### src/rtl/tone_decoder.sv
// tone_decoder: measures the half-period of a square-wave tone line and
// decodes it to one of the eight scale notes C4..C5 (codes 1..8). A note is
// reported only after STABLE consecutive matching half-periods; its start,
// end and duration are exposed so a played melody can be captured.
module tone_decoder #(
    parameter int HP_C4   = 191500,
    parameter int HP_D4   = 170000,
    parameter int HP_E4   = 151900,
    parameter int HP_F4   = 143200,
    parameter int HP_G4   = 127500,
    parameter int HP_A4   = 113600,
    parameter int HP_B4   = 101400,
    parameter int HP_C5   = 95600,
    parameter int TOL     = 2000,
    parameter int STABLE  = 4,
    parameter int TIMEOUT = 250000
) (
    input  logic        clk,
    input  logic        rst_n,
    input  logic        en,
    input  logic        tone_in,
    output logic        note_valid,
    output logic [3:0]  note_code,
    output logic        note_start,
    output logic        note_end,
    output logic [31:0] note_dur,
    output logic [17:0] hp_meas
);
    localparam int CW = $clog2(TIMEOUT + 2);
    localparam int MW = $clog2(STABLE + 1);
    localparam int HP_TAB [8] = '{HP_C4, HP_D4, HP_E4, HP_F4,
                                  HP_G4, HP_A4, HP_B4, HP_C5};

    typedef enum logic [1:0] {IDLE, ARMED, LOCKING, LOCKED} state_t;

    state_t        state_q, state_d;
    logic          sync1_q, sync2_q, prev_q;
    logic          edge_det, timeout;
    logic [CW-1:0] hp_cnt_q, hp_cnt_d;
    logic [CW:0]   meas;
    logic [3:0]    code;
    logic [3:0]    cand_q, cand_d;
    logic [MW-1:0] match_q, match_d;
    logic          valid_q, valid_d;
    logic [3:0]    code_q, code_d;
    logic          start_q, start_d;
    logic          end_q, end_d;
    logic [31:0]   dur_q, dur_d;
    logic [17:0]   hpm_q, hpm_d;

    // Window match; iterating downwards lets the lowest code win on overlap.
    function automatic logic [3:0] classify(input int m);
        logic [3:0] c;
        c = 4'd0;
        for (int k = 7; k >= 0; k--)
            if (m >= HP_TAB[k] - TOL && m <= HP_TAB[k] + TOL) c = 4'(k + 1);
        return c;
    endfunction

    assign edge_det = sync2_q ^ prev_q;
    assign timeout  = (hp_cnt_q == CW'(TIMEOUT));
    assign meas     = {1'b0, hp_cnt_q} + (CW + 1)'(1);
    assign code     = classify(int'(meas));

    // Two-flop synchronizer plus previous-value flop for edge detection.
    always_ff @(posedge clk or negedge rst_n) begin
        if (!rst_n) begin
            sync1_q <= 1'b0;
            sync2_q <= 1'b0;
            prev_q  <= 1'b0;
        end else begin
            sync1_q <= tone_in;
            sync2_q <= sync1_q;
            prev_q  <= sync2_q;
        end
    end

    // State, counters and output registers.
    always_ff @(posedge clk or negedge rst_n) begin
        if (!rst_n) begin
            state_q  <= IDLE;
            hp_cnt_q <= '0;
            cand_q   <= '0;
            match_q  <= '0;
            valid_q  <= 1'b0;
            code_q   <= '0;
            start_q  <= 1'b0;
            end_q    <= 1'b0;
            dur_q    <= '0;
            hpm_q    <= '0;
        end else begin
            state_q  <= state_d;
            hp_cnt_q <= hp_cnt_d;
            cand_q   <= cand_d;
            match_q  <= match_d;
            valid_q  <= valid_d;
            code_q   <= code_d;
            start_q  <= start_d;
            end_q    <= end_d;
            dur_q    <= dur_d;
            hpm_q    <= hpm_d;
        end
    end

    // Next-state: measure on each edge, track candidate note, lock and release.
    always_comb begin
        state_d  = state_q;
        cand_d   = cand_q;
        match_d  = match_q;
        valid_d  = valid_q;
        code_d   = code_q;
        start_d  = 1'b0;
        end_d    = 1'b0;
        dur_d    = dur_q;
        hpm_d    = hpm_q;
        hp_cnt_d = edge_det ? '0 : (timeout ? hp_cnt_q : hp_cnt_q + CW'(1));
        if (!en) begin
            state_d  = IDLE;
            hp_cnt_d = '0;
            cand_d   = '0;
            match_d  = '0;
            valid_d  = 1'b0;
            code_d   = '0;
            end_d    = (state_q == LOCKED);
        end else begin
            if (state_q == LOCKED && dur_q != 32'hFFFF_FFFF) dur_d = dur_q + 32'd1;
            // The arming edge has no preceding edge, so it yields no measurement.
            if (edge_det && state_q != IDLE) hpm_d = 18'(meas);
            unique case (state_q)
                IDLE: if (edge_det) state_d = ARMED;
                ARMED: begin
                    if (edge_det) begin
                        if (code != 4'd0) begin
                            state_d = LOCKING;
                            cand_d  = code;
                            match_d = MW'(1);
                        end
                    end else if (timeout) state_d = IDLE;
                end
                LOCKING: begin
                    if (edge_det) begin
                        if (code == 4'd0) begin
                            state_d = ARMED;
                            match_d = '0;
                        end else if (code == cand_q) begin
                            match_d = match_q + MW'(1);
                            if (match_q == MW'(STABLE - 1)) begin
                                state_d = LOCKED;
                                start_d = 1'b1;
                                valid_d = 1'b1;
                                code_d  = cand_q;
                                dur_d   = '0;
                            end
                        end else begin
                            cand_d  = code;
                            match_d = MW'(1);
                        end
                    end else if (timeout) begin
                        state_d = IDLE;
                        match_d = '0;
                    end
                end
                LOCKED: begin
                    if (edge_det) begin
                        if (code != cand_q) begin
                            end_d   = 1'b1;
                            valid_d = 1'b0;
                            code_d  = '0;
                            cand_d  = code;
                            match_d = (code != 4'd0) ? MW'(1) : '0;
                            state_d = (code != 4'd0) ? LOCKING : ARMED;
                        end
                    end else if (timeout) begin
                        end_d   = 1'b1;
                        valid_d = 1'b0;
                        code_d  = '0;
                        match_d = '0;
                        state_d = IDLE;
                    end
                end
                default: state_d = IDLE;
            endcase
        end
    end

    assign note_valid = valid_q;
    assign note_code  = code_q;
    assign note_start = start_q;
    assign note_end   = end_q;
    assign note_dur   = dur_q;
    assign hp_meas    = hpm_q;
endmodule

### config.mk
export PLATFORM = sky130hd
export DESIGN_NAME = tone_decoder
export DESIGN_NICKNAME = d
export VERILOG_FILES = /design/src/rtl/tone_decoder.sv
export SDC_FILE = /design/constraint.sdc
export NUM_CORES = 1
export LEC_CHECK = 0
export CORE_MARGIN = 2
export CORE_UTILIZATION = 40
export DETAILED_ROUTE_END_ITERATION = 6
export GPL_ROUTABILITY_DRIVEN = 1
export GPL_TIMING_DRIVEN = 0
export SLEW_MARGIN = 40
export SYNTH_ARGS = -nofsm -noshare
export SYNTH_HDL_FRONTEND = slang
export SYNTH_SLANG_ARGS = --single-unit
### constraint.sdc
create_clock -name clk -period 6.81 [get_ports clk]
set_input_delay 1.362 -clock clk [delete_from_list [all_inputs] [get_ports clk]]
set_output_delay 1.362 -clock clk [all_outputs]
set_load 0.03 [all_outputs]
==> flow_metrics.py <==
metrics = {
    "run_status": {
        "status": "complete, no violations",
    },
    "grt": {
        "grt_max_degree": 55,
        "grt_overflow": 0,
        "antenna_found_initial": 0,
        "grt_pass1_vias": 6078,
        "grt_use_total_pct": 27.1,
        "grt_pass1_wl_um": 34600,
    },
    "place": {
        "gp_congestion": 0.969,
        "dp_slack_ps": 1750,
        "portBuffers": 59,
        "hpwl_um": 16300,
    },
    "timing": {
        "skew_ps": 13.5,
        "timing.hold.ws_ps": 353,
        "tightest_slew_ps": 844,
        "post-route-min-period_ps": 5260,
        "rsz0062_at_grt": "false",
        "finalMaxSlewViolations": 0,
        "finalSetupTns_ps": 0,
        "worst_slack_ps": 1550,
        "relSlewSlack_pct": 43.3,
        "max_clock_freq_mhz": 190,
        "hold_viol_final": 0,
        "setup_viol": 0,
        "fin_crit_sh_pct": 77.2,
    },
    "synth": {
        "synth_largest_area_cell": "dfrtp_1",
        "async_flop_share_pct": 100,
        "yosysSeqAreaShare_pct": 35.2,
        "synthCells": 732,
        "netlist_area_um2": 6190,
        "avgSynthCellArea_um2": 8.46,
        "yosys_warnings": 0,
        "synth_top_cell_area_share_pct": 35.2,
        "ys.flop_type": "dfrtp_1",
        "synth.area.top_cells": "dfrtp_1 35%, nor2_1 6.6%, xnor2_1 4.1%, xor2_1 3.5%, a21oi_1 3.2%",
        "syn-num-nets": 746,
        "synth-seq-cells": 87,
        "synth_edf_count": 0,
        "synth_cell_types": 83,
    },
    "power": {
        "p_per_area_nw_per_um2": 223,
        "leakage_uw": 0.00291,
        "ir_drop_mv": 0.180,
    },
    "clock_network": {
        "clk_latency_ps": 360,
        "cts_setup_buffers": 0,
        "cts-resized-gates": 0,
        "cts_tree": "yes",
        "cts_max_path_buffers": 2,
        "cts_root_buffer": "clkbuf_16",
        "h-tree-depth": 3,
        "cts_hold_buf": 0,
        "clk_pin_slew_worst_paths_ps": 80,
        "clock-sinks": 87,
        "numCtsBuffers": 9,
    },
    "critical_path": {
        "critPathMaxStageDelay_ps": 660,
        "crit_arrival_ps": 5470,
        "slowest_stage": "nor4_2",
        "cp-end-kind": "flop",
        "start_kind": "flop",
        "cp_top_family": "simple AND/OR/NAND/NOR gates",
        "critPathKind": "flop to flop",
        "crit_chain": "ha_1 -> nand2_1 -> nor4_4 -> xnor2_1 -> clkbuf_1 -> o2111ai_1 -> nor4_2 -> a21oi_1 -> and3_1 -> nor4_2 -> buf_6 -> a21boi_2 -> a211oi_2 -> o221ai_1",
        "required_ps": 7030,
        "path_buf_inv": 2,
        "cp_max_fo": 10,
        "crit_top_cell": "nor4_2",
    },
    "route": {
        "firstDrtPassIters": 7,
        "vias_per_cell": 6.19,
        "drtIter0Drc": 445,
        "wirelength_um": 21800,
        "ant_nets": 0,
        "wl_per_cell_um": 21.9,
        "vias": 6163,
        "drc_errors": 0,
    },
    "floorplanning": {
        "fp.dieH_um": 128,
        "initial_core_util_pct": 40.9,
        "chipWidth_um": 128,
        "die-area_um2": 16500,
        "core_area_um2": 15100,
        "rows": 45,
        "top_level_ports": 61,
    },
    "cells_and_area": {
        "num_antenna_cells": 0,
        "final_nets": 817,
        "area_delta_synth_final_pct": 19.4,
        "drive_above_1_share_pct": 8.04,
    },
    "hold_path": {
        "hold_path_class": "flop to flop",
    },
    "job": {
        "cap_violations": 0,
    },
}
worst reg2reg max path: stages (launching register included):
cell and delay [ps]:
dfrtp_1 380, ha_1 310, nand2_1 360, nor4_4 480, xnor2_1 350, clkbuf_1 550, o2111ai_1 280, nor4_2 660
a21oi_1 260, and3_1 270, nor4_2 400, buf_6 210, a21boi_2 90, a211oi_2 340, o221ai_1 180
stage by stage:
stage	util (%)	total power (uW)	area [um^2]	cells
3_5_place_dp	46.8	1150	7090	980
2_1_floorplan	-	944	6190	732
6_report	48.8	1650	7390	996
4_1_cts	48.8	1660	7390	996
3_3_place_gp	46.3	1140	7020	979
5_1_grt	48.8	1730	7390	996
flip-flops by register name, indices dropped and copies added, names as in the netlist:
register and flops:
hp_cnt_q 18, cand_q 4, note_end 1, state_q 2, note_code 4, note_valid 1
hp_meas 18, sync1_q 1, note_start 1, match_q 3, sync2_q 1, note_dur 32
prev_q 1
synth_stat cells, types with 5 or more instances:
cell type and count:
a31oi_1 9, o2bb2ai_1 5, nand2b_1 6, xor2_1 25, dfrtp_1 87, nor3_1 19
a21oi_1 40, inv_1 20, o211ai_1 5, or3_1 9, and4_1 11, ha_1 10
nor2_1 109, and2_1 12, a21o_1 5, o21ai_0 27, a211oi_1 6, nand4_1 20
nor2b_1 6, o221ai_1 5, nand3_1 34, a311oi_1 6, xnor2_1 29, nand2_1 48
and3_1 17, buf_2 13, mux2i_1 7, nor4_1 12, clkbuf_1 26
layer usage:
layer / GRT usage, % / wire length [um] / vias to the layer above
met1: 36.7 / 9700 / 3044
li1: - / - / 2837
met4: 9.57 / 641 / 0
met5: 0 / 0 / -
met3: 4.37 / 1210 / 46
met2: 44.1 / 10300 / 236
final timing paths:
check | start | endpoint | slack [ps] | depth (start not counted)
setup / recovery | hp_cnt_q[0] | state_q[0] | 1550 | 14
hold / removal | sync1_q | sync2_q | 350 | 0
setup reg to reg | hp_cnt_q[0] | state_q[0] | 1550 | 14
hold reg to reg | sync1_q | sync2_q | 350 | 0
max in group asynchronous | rst_n | hp_cnt_q[17] | 5320 | 2
min in group asynchronous | rst_n | hp_cnt_q[7] | 880 | 1
logic make-up after synthesis:
| logic type | synth area share (%) |
|---|---|
| buffers and inverters | 4.93 |
| multiplexers | 1.50 |
| AND/OR/NAND/NOR | 28.7 |
| adder cells (fa/ha/maj) | 2.02 |
| flip-flops | 35.2 |
| AO/OA/AOI/OAI | 20.1 |
| XOR/XNOR | 7.64 |
layout by cell type, fill, tap and decap left out, types with 13 or more instances in the layout:
| cell | n |
|---|---|
| inv_1 | 20 |
| clkdlybuf4s50_1 | 58 |
| nand4_1 | 20 |
| clkbuf_1 | 26 |
| nor3_1 | 18 |
| buf_2 | 13 |
| nand2_1 | 48 |
| nor2_1 | 109 |
| nand3_1 | 34 |
| and3_1 | 17 |
| dfrtp_1 | 87 |
| a21oi_1 | 40 |
| xor2_1 | 25 |
| xnor2_1 | 25 |
| o21ai_0 | 27 |
layout make-up:
cell class	count	area [um^2]
clock buffers	9	225
plain buffers	48	226
repair buffers	60	619
well taps	188	235
inverters	21	78.8
multi-input cells	576	3760
fillers	1471	7750
flip-flops and latches	87	2180
clock inverters	7	72.6
power by group:
part | leakage [uW] | internal [uW] | total [uW] | switching [uW]
logic | 0.00161 | 195 | 496 | 301
registers | 0.00116 | 589 | 643 | 53.6
clock network | 0.000143 | 259 | 509 | 250
total | 0.00291 | 1040 | 1650 | 604
(Power assumes the default switching activity.)
